`src/rtl/mmio_pkg.sv`:
```
// Shared types and I/O map for the memory-mapped data bus and its initiators.
package mmio_pkg;

  typedef enum logic [2:0] {IDLE, REQ, RD, WR, FIN} dma_state_t;

  localparam logic [31:0] HEX_ADDR  = 32'h0000_0400;
  localparam logic [31:0] SW_ADDR   = 32'h0000_0404;
  localparam logic [31:0] BTNC_ADDR = 32'h0000_0408;
  localparam logic [31:0] BTNU_ADDR = 32'h0000_040C;
  localparam logic [31:0] BTNL_ADDR = 32'h0000_0410;
  localparam logic [31:0] BTNR_ADDR = 32'h0000_0414;
  localparam logic [31:0] BTND_ADDR = 32'h0000_0418;
  localparam logic [31:0] LED_ADDR  = 32'h0000_041C;

endpackage

```
`src/rtl/mmio_dma.sv`:
```
// Block-copy bus initiator: reads a word, writes it, repeats, sharing the
// CPU's data bus through a req/gnt handshake.
module mmio_dma
  import mmio_pkg::*;
#(
  parameter int unsigned ADDR_STEP = 4,
  parameter int unsigned LEN_W     = 16
) (
  input  logic             clk,
  input  logic             reset,
  input  logic             start,
  input  logic [31:0]      src_addr,
  input  logic [31:0]      dst_addr,
  input  logic [LEN_W-1:0] len,
  input  logic             abort,
  output logic             bus_req,
  input  logic             bus_gnt,
  output logic             memread,
  output logic             memwrite,
  output logic [31:0]      addr,
  output logic [31:0]      writedata,
  input  logic [31:0]      readdata,
  output logic             busy,
  output logic             done,
  output logic [LEN_W-1:0] words_done
);

  localparam logic [31:0] STEP = 32'(ADDR_STEP);

  dma_state_t       state, nxt;
  logic [31:0]      src, dst, data;
  logic [LEN_W-1:0] remaining;
  logic             abort_pend;
  logic             accept;

  // Abort arriving together with start cancels the launch.
  assign accept = (state == IDLE) && start && !abort;

  always_ff @(posedge clk or posedge reset) begin
    if (reset) state <= IDLE;
    else       state <= nxt;
  end

  always_comb begin
    nxt = state;
    case (state)
      IDLE: if (accept) nxt = (len == '0) ? FIN : REQ;
      REQ:  if (abort || abort_pend) nxt = FIN;
            else if (bus_gnt)        nxt = RD;
      RD:   if (bus_gnt) nxt = WR;
      WR:   if (bus_gnt) nxt = (remaining == LEN_W'(1) || abort || abort_pend) ? FIN : RD;
      FIN:  nxt = IDLE;
      default: nxt = IDLE;
    endcase
  end

  always_ff @(posedge clk or posedge reset) begin
    if (reset) begin
      src        <= '0;
      dst        <= '0;
      data       <= '0;
      remaining  <= '0;
      words_done <= '0;
      abort_pend <= 1'b0;
    end else begin
      if (accept) begin
        src        <= src_addr;
        dst        <= dst_addr;
        remaining  <= len;
        words_done <= '0;
        abort_pend <= 1'b0;
      end else if (state != IDLE && abort) begin
        abort_pend <= 1'b1;
      end
      if (state == RD && bus_gnt) data <= readdata;
      if (state == WR && bus_gnt) begin
        src        <= src + STEP;
        dst        <= dst + STEP;
        remaining  <= remaining - LEN_W'(1);
        words_done <= words_done + LEN_W'(1);
      end
    end
  end

  // Strobes and address are gated by grant so a lost grant idles the bus.
  always_comb begin
    bus_req   = 1'b0;
    memread   = 1'b0;
    memwrite  = 1'b0;
    addr      = '0;
    writedata = '0;
    done      = 1'b0;
    busy      = (state != IDLE);
    case (state)
      REQ: bus_req = 1'b1;
      RD: begin
        bus_req = 1'b1;
        if (bus_gnt) begin
          memread = 1'b1;
          addr    = src;
        end
      end
      WR: begin
        bus_req = 1'b1;
        if (bus_gnt) begin
          memwrite  = 1'b1;
          addr      = dst;
          writedata = data;
        end
      end
      FIN: done = 1'b1;
      default: ;
    endcase
  end

endmodule

```
`config.mk`:
```
export PLATFORM = sky130hd
export DESIGN_NAME = mmio_dma
export DESIGN_NICKNAME = d
export VERILOG_FILES = /design/src/rtl/mmio_pkg.sv /design/src/rtl/mmio_dma.sv
export SDC_FILE = /design/constraint.sdc
export NUM_CORES = 1
export LEC_CHECK = 0
export ABC_AREA = 1
export CAP_MARGIN = 20
export CORE_ASPECT_RATIO = 1.5
export CORE_MARGIN = 1.5
export CORE_UTILIZATION = 35
export DETAILED_ROUTE_END_ITERATION = 8
export GPL_TIMING_DRIVEN = 0
export SLEW_MARGIN = 20
export SYNTH_ARGS = -nofsm -noshare
export SYNTH_HDL_FRONTEND = slang
export SYNTH_SLANG_ARGS = --single-unit
```
`constraint.sdc`:
```
create_clock -name clk -period 6.3 [get_ports clk]
set_input_delay 0.945 -clock clk [delete_from_list [all_inputs] [get_ports clk]]
set_output_delay 0.945 -clock clk [all_outputs]
set_load 0.03 [all_outputs]
```
==> flow_summary.ini, run 1 <==
[synth]
yosys_warnings = 0
synth_top_family_by_area = simple AND/OR/NAND/NOR gates
synth_top_area_share_pct = 38.6
synthAdderAreaFrac_pct = 0.731
ys_seq_area_share_pct = 38.6
synthSimpleGateAreaFrac_pct = 35.4
syn_avg_cell_area_um2 = 6.58
synth_edf_count = 0
synth_top_cell_by_area = dfrtp_1
synth.area.mux_share_pct = 0
synthXorXnorAreaFrac_pct = 1.23
synth.most_common_cell = nand2_1
yosys-top-cells-area = dfrtp_1 (39%), nand2_1 (17%), inv_1 (8.0%)
synthesis.nets = 1423
yosys_register_bits = 132
syn_inst = 1301
synth-main-ff-cell = dfrtp_1
synth_compound_area_share_pct = 12.8
ys_async_sr_fraction_pct = 100
syn_area_mm2 = 0.00856
synth_common_cells = nand2_1 (398), inv_1 (182), nor2_1 (179)
synth_cell_types = 37

[clock_tree]
cts_buffers = 17
cts_setup_buffers = 0
tritoncts = yes
clock_path_buffers = 2
postCtsHoldBufs = 0
clkLatencyLatePin_ns = 0.44
htreeDepth = 4
clk_pin_slew_worst_paths_ns = 0.05
cts_root_buffer = clkbuf_16
cts_resized = 0
cts_sinks = 132

[floorplan]
die_y_um = 195
rows = 69
pin_count = 202
dieArea_mm2 = 0.0254
start_util_pct = 35.9
core_area_mm2 = 0.0238
die_x_um = 131

[detailed_routing]
ant_nets = 0
drc = 0
finalWirelength_um = 33100
routedWlPerCell_um = 17.9
drt-pass1-iter-count = 7
vias = 9468
drt_iter0_drc = 649
viasPerCell = 5.12

[placement]
detailed_place_hpwl_um = 25200
postPlaceCellArea_mm2 = 0.0110
dp_cells = 1821
place.gp.congestion = 0.969
io_buffer_count = 200

[finish]
syn_to_final_growth_pct = 35.1
fillCellCount = 2505
final_cell_area_mm2 = 0.0116
stdcell_count = 1850
drive_gt1_share_pct = 6.47
nets = 1643
antennaDiodeCount = 0

[timing]
clock_skew_ns = 0.0111
setup_tns_ns = 0
hold_ws_ns = 0.470
max_slew_margin_pct = 53.9
tightest_slew_ns = 0.692
report.final.slew_viol_count = 0
period_minus_slack_ns = 4.06
setup_viol = 0
fmax_mhz = 246
rsz0062_at_grt = false
period_share_pct = 64.5
hold_viol_final = 0

[power_and_ir_drop]
p_total_mw = 4.36
switchingPower_mw = 1.89
switching_share_pct = 43.4
pwr-share-seq_pct = 35.4
p_clk_share_pct = 23.0
p_leak_nw = 5.28
p_per_area_mw_per_mm2 = 377
pwr-share-comb_pct = 41.6
vdd_drop_max_mv = 0.208
p_int_mw = 2.47

[critical_path]
arrival_ns = 3.12
slowest_stage = clkdlybuf4s50_1
crit_chain = buf_2 -> nand4_2 -> buf_2 -> clkbuf_1 -> o22ai_1 -> clkdlybuf4s50_1
crit_fanout = 10
path_delay_family = buffers and inverters
worstPathRequired_ns = 5.35
end_kind = output pin
cpMostUsedCell = buf_2
startpoint_type = input port
slowest_delay_ns = 0.74
crit_buf_inv = 4
path_class = in2out

[grt]
grt_antenna_before_repair = 0
grt.overflow.total = 0
grt.total_usage_pct = 26.7
grt_pass1_vias = 9168
grt_pass1_wl_um = 50900
grt_max_degree = 70

[job]
max_cap_viol_count = 0

[worst_hold_path]
hold_path.class = reg2reg

[outcome]
outcome = complete, no violations
final timing paths:
path	cells past startpoint	endpoint	slack (ns)	start
min in group asynchronous	2	data[19]$_DFFE_PP0P_	0.96	reset
max in group asynchronous	3	words_done[10]$_DFFE_PP0P_	4.58	reset
hold / removal	2	data[30]$_DFFE_PP0P_	0.47	data[30]$_DFFE_PP0P_
hold reg to reg	2	data[30]$_DFFE_PP0P_	0.47	data[30]$_DFFE_PP0P_
setup reg to reg	9	src[19]$_DFFE_PP0P_	4.31	src[4]$_DFFE_PP0P_
setup / recovery	6	addr[12]	2.24	bus_gnt
logic make-up (layout without fill, tap and decap cells):
| logic type | Yosys count | after routing |
|---|---|---|
| buf+inv | 237 | 467 |
| fa+ha+maj | 5 | 5 |
| compound gates | 185 | 185 |
| flops | 132 | 132 |
| xor+xnor | 12 | 12 |
| simple gates | 730 | 730 |
registers in the layout (all words and copies together) (netlist names):
name        cells
data           32
dst            32
src            32
remaining      16
words_done     16
state           3
abort_pend      1
cell type report:
class / count / area [um2] / share of cell area [%]
clock buffers: 24 / 492 / 4.25
inverters: 190 / 721 / 6.23
clock inverters: 5 / 75.1 / 0.649
flip-flops and latches: 132 / 3300 / 28.6
repair buffers: 201 / 2030 / 17.6
plain buffers: 47 / 245 / 2.12
well taps: 319 / 399 / 3.45
multi-input cells: 932 / 4300 / 37.2
layer usage:
layer  up-vias  global-route usage, %  share of wire [%]
li1       4577                      -                  -
met1      4439                   32.4                 40
met2       354                   44.7                 49
met3        98                   3.69                5.1
met4         0                   15.6                5.8
met5         -                      0                  0
metrics by stage:
stage / utilization [%] / setup slack, ns
floorplan: - / 1.83
global placement: 46.0 / -0.625
detailed placement: 46.1 / 2.29
CTS: 48.5 / 2.27
global route: 48.5 / 2.22
finish: 48.5 / 2.24
worst reg2reg max path, delay by kind of cell, from the launching register on:
family	cells	cell delay [ns]
DFF	1	0.45
and+or+nand+nor	8	1.37
AOI/OAI and AO/OA	1	0.08
layout by cell type (no fill, tap or decap), drive strengths merged, types with 22 or more instances in the layout:
cell type,n
nor3,22
inv,190
nand4,22
clkdlybuf4s50,200
o21ai,96
nand2,401
o22ai,34
clkbuf,28
nand3,92
a21oi,22
buf,44
nor2,186
dfrtp,132
power groups by stage:
stage	clock network (mW)	registers [mW]	logic, mW
2_1_floorplan	0	1.46	1.23
4_1_cts	1.02	1.53	1.81
3_3_place_gp	0	1.54	1.76
3_5_place_dp	0	1.54	1.80
5_1_grt	1.05	1.59	2.03
6_report	1.00	1.54	1.81
(Power assumes the default switching activity.)
==> run 2, diff against run 1 <==
- clock period: 6.3 -> 4.2 ns (I/O delays scaled with it)
==> results of run 2 <==
The final DEF is identical to that of run 1. Status: complete, no violations.
Main changes from that run: setup slack after placement 2.29 ns -> 0.817 ns; setup slack after layout 2.24 ns -> 0.656 ns; start point of the critical path bus_gnt -> state[2]$_DFFE_PP0P_; register-to-register setup slack 4.31 ns -> 2.21 ns; total power 4.36 mW -> 6.54 mW; worst IR drop on VDD 0.208 mV -> 0.311 mV
